<file path="config.mk">
export PLATFORM = sky130hd
export DESIGN_NAME = serial_subtractor
export DESIGN_NICKNAME = d
export VERILOG_FILES = /design/src/rtl/serial_subtractor_pkg.sv /design/src/rtl/serial_subtractor_full_subtractor.sv /design/src/rtl/serial_subtractor.sv
export SDC_FILE = /design/constraint.sdc
export NUM_CORES = 1
export LEC_CHECK = 0
export ABC_AREA = 1
export CORE_MARGIN = 2
export CORE_UTILIZATION = 52
export CTS_CLUSTER_DIAMETER = 80
export DETAILED_ROUTE_END_ITERATION = 10
export GPL_TIMING_DRIVEN = 0
export PLACE_DENSITY = 0.79
export SLEW_MARGIN = 10
export SYNTH_ARGS = -nofsm -noshare
export SYNTH_HDL_FRONTEND = slang
export SYNTH_HIERARCHICAL = 1
export SYNTH_SLANG_ARGS = --single-unit
</file>
<file path="constraint.sdc">
create_clock -name clk -period 1.6 [get_ports clk]
set_input_delay 0.24 -clock clk [delete_from_list [all_inputs] [get_ports clk]]
set_output_delay 0.24 -clock clk [all_outputs]
set_load 0.005 [all_outputs]
</file>
<file path="src/rtl/serial_subtractor_pkg.sv">
// serial_subtractor_pkg: FSM state encoding and counter-width helper for serial_subtractor.
package serial_subtractor_pkg;
    typedef enum logic [1:0] {
        S_IDLE  = 2'd0,
        S_SHIFT = 2'd1,
        S_DONE  = 2'd2
    } state_t;

    function automatic int clog2(input int n);
        for (int i = 1; i < 32; i++)
            if ((1 << i) >= n) return i;
        return 32;
    endfunction
endpackage

</file>
<file path="src/rtl/serial_subtractor_full_subtractor.sv">
// full_subtractor: combinational 1-bit cell, D = A - B - Bin with borrow-out.
module full_subtractor (
    input  logic A,
    input  logic B,
    input  logic Bin,
    output logic D,
    output logic Bout
);
    assign D    = A ^ B ^ Bin;
    assign Bout = (~A & B) | (~(A ^ B) & Bin);
endmodule

</file>
<file path="src/rtl/serial_subtractor.sv">
// serial_subtractor: bit-serial Diff = A - B - Bin, LSB first, one bit per clock.
// Defining SERIAL_SUBTRACTOR_OVF_EN adds the registered two's-complement overflow output V.
module serial_subtractor
    import serial_subtractor_pkg::*;
#(
    parameter int WIDTH = 8
) (
    input  logic             clk,
    input  logic             rst_n,
    input  logic             start,
    input  logic [WIDTH-1:0] A,
    input  logic [WIDTH-1:0] B,
    input  logic             Bin,
    output logic             busy,
    output logic             done,
    output logic [WIDTH-1:0] Diff,
    output logic             Bout
`ifdef SERIAL_SUBTRACTOR_OVF_EN
    ,
    output logic             V
`endif
);
    localparam int CW = clog2(WIDTH);

    state_t           r_state;
    logic [WIDTH-1:0] r_a, r_b, r_d;
    logic             r_br;
    logic [CW-1:0]    r_cnt;
    logic             w_d, w_bout;

    full_subtractor u_fs (
        .A   (r_a[0]),
        .B   (r_b[0]),
        .Bin (r_br),
        .D   (w_d),
        .Bout(w_bout)
    );

    always_ff @(posedge clk) begin
        if (!rst_n) begin
            r_state <= S_IDLE;
            busy    <= 1'b0;
            done    <= 1'b0;
            Diff    <= '0;
            Bout    <= 1'b0;
            r_cnt   <= '0;
            r_a     <= '0;
            r_b     <= '0;
            r_d     <= '0;
            r_br    <= 1'b0;
`ifdef SERIAL_SUBTRACTOR_OVF_EN
            V       <= 1'b0;
`endif
        end else begin
            case (r_state)
                S_IDLE: if (start) begin
                    r_a     <= A;
                    r_b     <= B;
                    r_br    <= Bin;
                    r_cnt   <= '0;
                    r_state <= S_SHIFT;
                    busy    <= 1'b1;
                end
                S_SHIFT: begin
                    r_a   <= r_a >> 1;
                    r_b   <= r_b >> 1;
                    r_d   <= {w_d, r_d[WIDTH-1:1]};
                    r_br  <= w_bout;
                    r_cnt <= r_cnt + 1'b1;
                    if (r_cnt == CW'(WIDTH - 1)) begin
                        Diff    <= {w_d, r_d[WIDTH-1:1]};
                        Bout    <= w_bout;
`ifdef SERIAL_SUBTRACTOR_OVF_EN
                        // on the last bit r_a[0]/r_b[0] are the original operand MSBs
                        V       <= (r_a[0] != r_b[0]) && (w_d != r_a[0]);
`endif
                        r_state <= S_DONE;
                        done    <= 1'b1;
                    end
                end
                default: begin
                    r_state <= S_IDLE;
                    busy    <= 1'b0;
                    done    <= 1'b0;
                end
            endcase
        end
    end
endmodule
</file>
Word level (Yosys, flattened, before mapping) --
Index checks and enable logic that the tools add are counted.
Storage, ports and cells: bits in writable memories 0, bits in latches 0, memories kept 0, logic and storage cells 46, output and inout port bits 11, memory bits (read-only) 0, register bits 41, input port bits 20
Cells by class: eq/ne operators 4, reductions and logical operators 7, $mul 0, shift operators 0, $lt $le $gt $ge 0, $add $sub $neg 1, muxes and demuxes 15, div/mod/pow operators 0, bitwise logic cells 9
Operator list (count):
- 8-bit case mux with 2 select lines | 2
- 8-bit two-way mux | 2
- 2-bit AND reduction | 5
- 1-bit case mux with 2 select lines | 3
- 3-bit case mux with 2 select lines | 1
- 2-bit two-way mux | 2
- 2-bit inequality test (second input constant) | 2
- 1-bit NOT | 4
- 2-bit case mux with 2 select lines | 1
- 3-bit by 1-bit adder with 3-bit output (second input constant) | 1
- 3-bit equality test (second input constant) | 1
- 1-bit two-way mux | 3
- 3-bit two-way mux | 1
- 1-bit bitwise AND | 2
- 2-bit by 1-bit equality test with 1-bit output (second input constant) | 1
- 2-bit zero test | 1
- 2-bit nonzero test | 1
- 1-bit XOR | 2
- 1-bit bitwise OR | 1

Depth between registers and ports, before layout --
Gate-level depths: netlist (run 1).
depth after elaboration 5, mapped depth 9, gate-level depth less buffers 9

Hierarchy --
The synthesis (run 1) kept the hierarchy.
By module, submodules not included:
- serial_subtractor | cells each 259, instances 1, area an instance 1783.0 um^2, sequential area each 800.8 um^2
- full_subtractor | cells each 4, instances 1, area an instance 31.3 um^2, sequential area each 0.0 um^2

Worst setup path after synthesis (run 1) --
Ideal clock, no wire load.
path type register to register, from reg r_cnt[0], to reg Diff[7], arrival 1.048 ns, library setup time 0.112 ns, cell stages (with the launch flop) 9, path buffers 0, required time 1.488 ns, period minus slack after synthesis 1.161 ns, setup slack 0.439 ns, path through dfxtp_1 ha_1 ha_1 nand2_1 inv_1 nand2_1 inv_1 nand2_1 nand2_1
On the way: word-level cells in the longest chain between the ends 2
RTL lines:
- start: declaration | RTL line serial_subtractor.sv:28 | logic [CW-1:0] r_cnt;
- start signal: assignment | RTL line serial_subtractor.sv:69 | r_cnt <= r_cnt + 1'b1;
- 3-bit equality test | RTL line serial_subtractor.sv:70 | if (r_cnt == CW'(WIDTH - 1)) begin
- 2-bit AND reduction (no source line)
- end signal: assignment | RTL line serial_subtractor.sv:71 | Diff <= {w_d, r_d[WIDTH-1:1]};
- end: declaration | RTL line serial_subtractor.sv:16 | output logic [WIDTH-1:0] Diff,
No other way between the ends. A chain may end at the register's enable or synchronous reset.

Worst setup path in the final report (run 1) --
from reg Diff[6], to out Diff[6]
No word-level cell between the ends.

==> results.yml, run 1 <==
synth:
  syn_avg_cell_area_sq_um: 6.90
  synth.area.top_cells: "dfxtp_1 44%, nand2_1 16%, inv_1 9.7%, nor2_1 6.4%, a21oi_1 5.8%"
  synth_warnings: 6
  seq_area_frac_synth: 0.441
  yosys.area_share.simple: 0.277
  synth-compound-area-share: 0.103
  synth_top_cell_area_share: 0.441
  synth_fa_ha_area_frac: 0.0248
  ys_types: 18
  synth_top_family_by_area: "simple AND/OR/NAND/NOR gates"
  syn-num-nets: 286
  synthMuxAreaShare: 0
  ys_ff_latch: 40
  netlist_instances: 263
  post_synth_xor_area_fraction: 0
  netlist_area_sq_um: 1810
  synth_area_leader_cell: "dfxtp_1"
cts:
  clock-sinks: 40
  post_cts_buffers: 0
  cts_buffers: 5
  clockBufferDepth: 2
  path_clk_slew_ns: 0.12
  hold_buffers: 0
  htreeDepth: 2
  clk_latency_ns: 0.34
  cts_resized: 0
  cts-root-buf: "clkbuf_4"
  cts_tree: "built"
drt:
  drt_iter0_drc: 120
  antenna_left: 0
  drc: 0
  drt-vias-per-instance: 4.63
  num_vias: 1601
  routedWlPerCell_microns: 10.1
  drt_wl_total_microns: 3490
  first_pass_iters: 4
place:
  dp.cells: 338
  place_congestion: 0.727
  dpl.hpwl_microns: 2530
  portBuffers: 29
critical_path:
  crit_family: "buffers and inverters"
  worstSetupPathType: "reg -> out"
  slowest_delay_ns: 0.52
  arrival_ns: 1.21
  crit_path_end_kind: "primary output"
  crit_required_ns: 1.36
  crit_slowest_cell: "clkdlybuf4s50_1"
  path_max_fanout: 2
  critical_path_buf_inv_count: 1
  path_cells: "clkdlybuf4s50_1"
  worstSetupStartpointType: "register"
sta:
  fmax_mhz: 688
  worst_pin_slew_ns: 0.261
  finalMaxSlewViolations: 0
  fin_crit_ns: 1.45
  slew_headroom: 0.825
  setup_violations: 0
  rsz0062_at_grt: "false"
  hold_viol_final: 0
  finClkSkew_ns: 0.00581
  fin_setup_tns_ns: 0
  fin_crit_sh: 0.908
die:
  die-area_sq_um: 3980
  fp.dieH_microns: 63.1
  ios: 31
  core.rowCount: 21
  fp.coreArea_sq_um: 3340
  initial_utilization: 0.544
  die_x_microns: 63.1
pwr:
  p_per_area_nw_per_um2: 870
  ir_drop_mv: 0.511
  finalPower_uw: 1930
  p_leak_uw: 0.00111
global_route:
  overflow: 0
  antenna_found_initial: 0
  grt_pass1_wl_microns: 6220
  grt_max_degree: 13
  gr-usage-all-layers: 0.195
  grt_pass1_vias: 1466
outcome:
  outcome: "finished, final reports clean"
finish:
  num_antenna_cells: 0
  fin_cells: 346
  layout_common_cells: "77 x nand2_1, 47 x inv_1, 40 x dfxtp_1"
  drive_above_1_share: 0.0867
  syn_to_final_growth_pct: 22.6
  layout_commonest_cell: "nand2_1"
  nets: 322
job:
  maxCapViolations: 0
min_path:
  hold_class: "in -> reg"
## final cells by class
type | count | area [sq um]
plain buffers | 11 | 95.1
clock buffers | 6 | 51.3
clock inverters | 2 | 10.0
fillers | 306 | 1110
inverters | 49 | 184
multi-input cells | 163 | 734
flip-flops and latches | 40 | 801
well taps | 46 | 57.6
repair buffers | 29 | 290
## report_power, final
part	total (uW)	leakage (uW)	internal [uW]	switching [uW]
logic	321	0.000740	147	174
registers	1080	0.000329	1060	23.3
clock network	534	0.0000380	209	325
## Yosys cell counts
| cell | count |
|---|---|
| a21oi_1 | 21 |
| buf_2 | 4 |
| buf_4 | 2 |
| buf_6 | 4 |
| buf_8 | 1 |
| dfxtp_1 | 40 |
| fa_1 | 1 |
| ha_1 | 2 |
| inv_1 | 47 |
| inv_2 | 2 |
| nand2_1 | 77 |
| nand2_2 | 2 |
| nand2_4 | 2 |
| nand3_1 | 10 |
| nor2_1 | 31 |
| nor2_4 | 1 |
| o21a_1 | 1 |
| o21ai_0 | 15 |
## metrics by stage
| step | util | hold slack [ns] | setup slack (ns) | cell area, sq um |
|---|---|---|---|---|
| final | 0.666 | 0.189 | 0.147 | 2220 |
| after global routing | 0.666 | 0.179 | 0.0879 | 2220 |
| after CTS | 0.666 | 0.175 | 0.133 | 2220 |
| after detailed placement | 0.648 | 0.444 | 0.188 | 2160 |
| after global placement | 0.648 | 0.442 | 0.187 | 2160 |
| after floorplan | - | 0.382 | 0.439 | 1810 |
## worst paths after layout
check / slack, ns / depth (start not counted) / from / endpoint
worst min register to register: 0.46 / 2 / done / done
worst min-delay path: 0.19 / 3 / rst_n / r_d[7]
worst max-delay path: 0.15 / 1 / Diff[6] / Diff[6]
worst max register to register: 0.29 / 8 / r_cnt[0] / Diff[7]
## worst reg2reg max path: cells and delay by family (launching register included)
kind	cells	cell delay [ns]
flip-flops	1	0.34
adder cells (fa/ha/maj)	2	0.37
buffers and inverters	2	0.15
AND/OR/NAND/NOR	4	0.35
## kinds of logic after synthesis
family                     count (synthesis)
and+or+nand+nor                          123
buffers and inverters                     60
DFF                                       40
AOI/OAI and AO/OA                         37
adders and majority gates                  3
## flip-flops by register name (all words and copies together) (netlist names)
signal,flops
r_d,7
r_a,8
Bout,1
Diff,8
busy,1
r_state,2
r_b,8
done,1
r_br,1
r_cnt,3
## per-layer routing
| layer | global-route usage | wire length (microns) |
|---|---|---|
| met1 | 0.245 | 1650 |
| met3 | 0.0375 | 196 |
| met5 | 0 | 0 |
| met4 | 0.0750 | 61 |
| met2 | 0.330 | 1580 |
Note: power is estimated with default switching activity, not from simulation.
==> inputs of run 2 (changes only) <==
CELL_PAD_IN_SITES_DETAIL_PLACEMENT = 1   (was unset)
CELL_PAD_IN_SITES_GLOBAL_PLACEMENT = 1   (was unset)
CORE_UTILIZATION = 37   (was 52)
PLACE_DENSITY = unset   (was 0.79)
PLACE_DENSITY_LB_ADDON = 0.1   (was unset)
clock period = 1.62 ns   (was 1.6 ns; I/O delays follow)
==> run 2 against run 1 <==
Net effect:
- register-to-register slack hardly changed
- cell count is 6.1% higher
- sequential power hardly changed
- power is 8.1% higher
- clock power is 31% higher
- die area is 38% higher
- critical path type unchanged
==> results.yml, run 2 (synthesis results as in run 1) <==
drt:
  first_pass_iters: 4
  drc: 0
  antenna_left: 0
  num_vias: 1629
  drt_iter0_drc: 50
  drt_wl_total_microns: 4210
  drt-vias-per-instance: 4.44
  routedWlPerCell_microns: 11.5
critical_path:
  crit_required_ns: 1.38
  r2r_slack_ns: 0.29
  crit_family: "buffers and inverters"
  critical_path_buf_inv_count: 1
  arrival_ns: 1.14
  worstSetupStartpointType: "register"
  path_max_fanout: 2
  path_cells: "clkdlybuf4s50_1"
  r2r_cells: 8
  crit_slowest_cell: "clkdlybuf4s50_1"
  regToRegStartpoint: "r_cnt[0]"
  crit_cells: 1
  startpoint: "Diff[7]"
  r2r_end: "Diff[7]"
  endpoint: "Diff[7]"
  crit_path_end_kind: "primary output"
  slowest_delay_ns: 0.50
  worstSetupPathType: "reg -> out"
global_route:
  grt_max_degree: 13
  antenna_found_initial: 0
  gr-usage-all-layers: 0.178
  grt_pass1_vias: 1654
  grt_pass1_wl_microns: 7320
  overflow: 0
die:
  fp.dieH_microns: 74.0
  die_x_microns: 74.0
  die-area_sq_um: 5480
  initial_utilization: 0.384
  ios: 31
  core.rowCount: 25
  fp.coreArea_sq_um: 4720
cts:
  path_clk_slew_ns: 0.08
  cts-root-buf: "clkbuf_8"
  cts_buffers: 5
  htreeDepth: 2
  cts_tree: "built"
  cts_resized: 0
  hold_buffers: 0
  clockBufferDepth: 2
  post_cts_buffers: 0
  clock-sinks: 40
  clk_latency_ns: 0.30
finish:
  nets: 322
  largestRegisters: "Diff x8, r_a x8, r_b x8"
  final_design_area_no_fill_sq_um: 2280
  drive_above_1_share: 0.0833
  fin_cells: 367
  layout_commonest_cell: "nand2_1"
  syn_to_final_growth_pct: 25.8
  layout_common_cells: "77 x nand2_1, 47 x inv_1, 40 x dfxtp_1"
  num_antenna_cells: 0
pwr:
  power.switching_uw: 557
  ir_drop_mv: 0.603
  p_int_uw: 1530
  sw_frac_of_total: 0.266
  p_per_area_nw_per_um2: 916
  comb_power_share: 0.155
  p_clk_frac: 0.335
  p_seq_frac: 0.510
  p_leak_uw: 0.00111
sta:
  finClkSkew_ns: 0.00781
  fin_setup_tns_ns: 0
  hold_viol_final: 0
  finalMaxSlewViolations: 0
  fmax_mhz: 723
  whs_ns: 0.254
  fin_crit_ns: 1.38
  fin_crit_sh: 0.854
  rsz0062_at_grt: "false"
  setup_violations: 0
  slew_headroom: 0.783
  worst_pin_slew_ns: 0.324
place:
  place_congestion: 0.738
  dpl.hpwl_microns: 3020
  dpl_cell_area_sq_um: 2190
  dp.cells: 359
  portBuffers: 29
job:
  maxCapViolations: 0
min_path:
  hold_class: "in -> reg"
outcome:
  outcome: "finished, final reports clean"
## run 2: final cells by class
class                   instances  area (sq um)
clock inverters                 1          7.51
plain buffers                  11          95.1
flip-flops and latches         40           801
multi-input cells             163           734
repair buffers                 29           290
clock buffers                   7          86.3
inverters                      49           184
well taps                      67          83.8
fillers                       615          2440
## run 2: power by group through the flow
stage          clock [uW]  combinational [uW]  sequential (uW)
3_5_place_dp            0                 329             1090
4_1_cts               729                 332             1070
3_3_place_gp            0                 323             1090
2_1_floorplan           0                 221             1080
6_report              701                 324             1070
5_1_grt               763                 379             1070
## run 2: stage by stage
step / total power (uW) / utilization / setup WS [ns]
2_1_floorplan: 1300 / - / 0.459
3_3_place_gp: 1410 / 0.463 / 0.145
3_5_place_dp: 1420 / 0.463 / 0.182
4_1_cts: 2130 / 0.483 / 0.219
5_1_grt: 2210 / 0.483 / 0.149
6_report: 2090 / 0.483 / 0.236
## run 2: how the worst min path moves through the flow
stage | endpoint | slack [ns] | start | cells past startpoint
after floorplan | r_a[7] | 0.38 | A[7] | 2
after global placement | done | 0.44 | done | 2
after detailed placement | r_d[5] | 0.45 | r_d[5] | 2
after CTS | r_d[7] | 0.25 | rst_n | 3
after global routing | r_state[0] | 0.28 | rst_n | 3
final | r_d[7] | 0.25 | rst_n | 3
## run 2: layer usage
layer	routed length, microns	up-vias	track usage
li1	-	851	-
met1	1930	749	0.204
met2	2010	21	0.308
met3	157	8	0.0488
met4	109	0	0.0848
met5	0	-	0
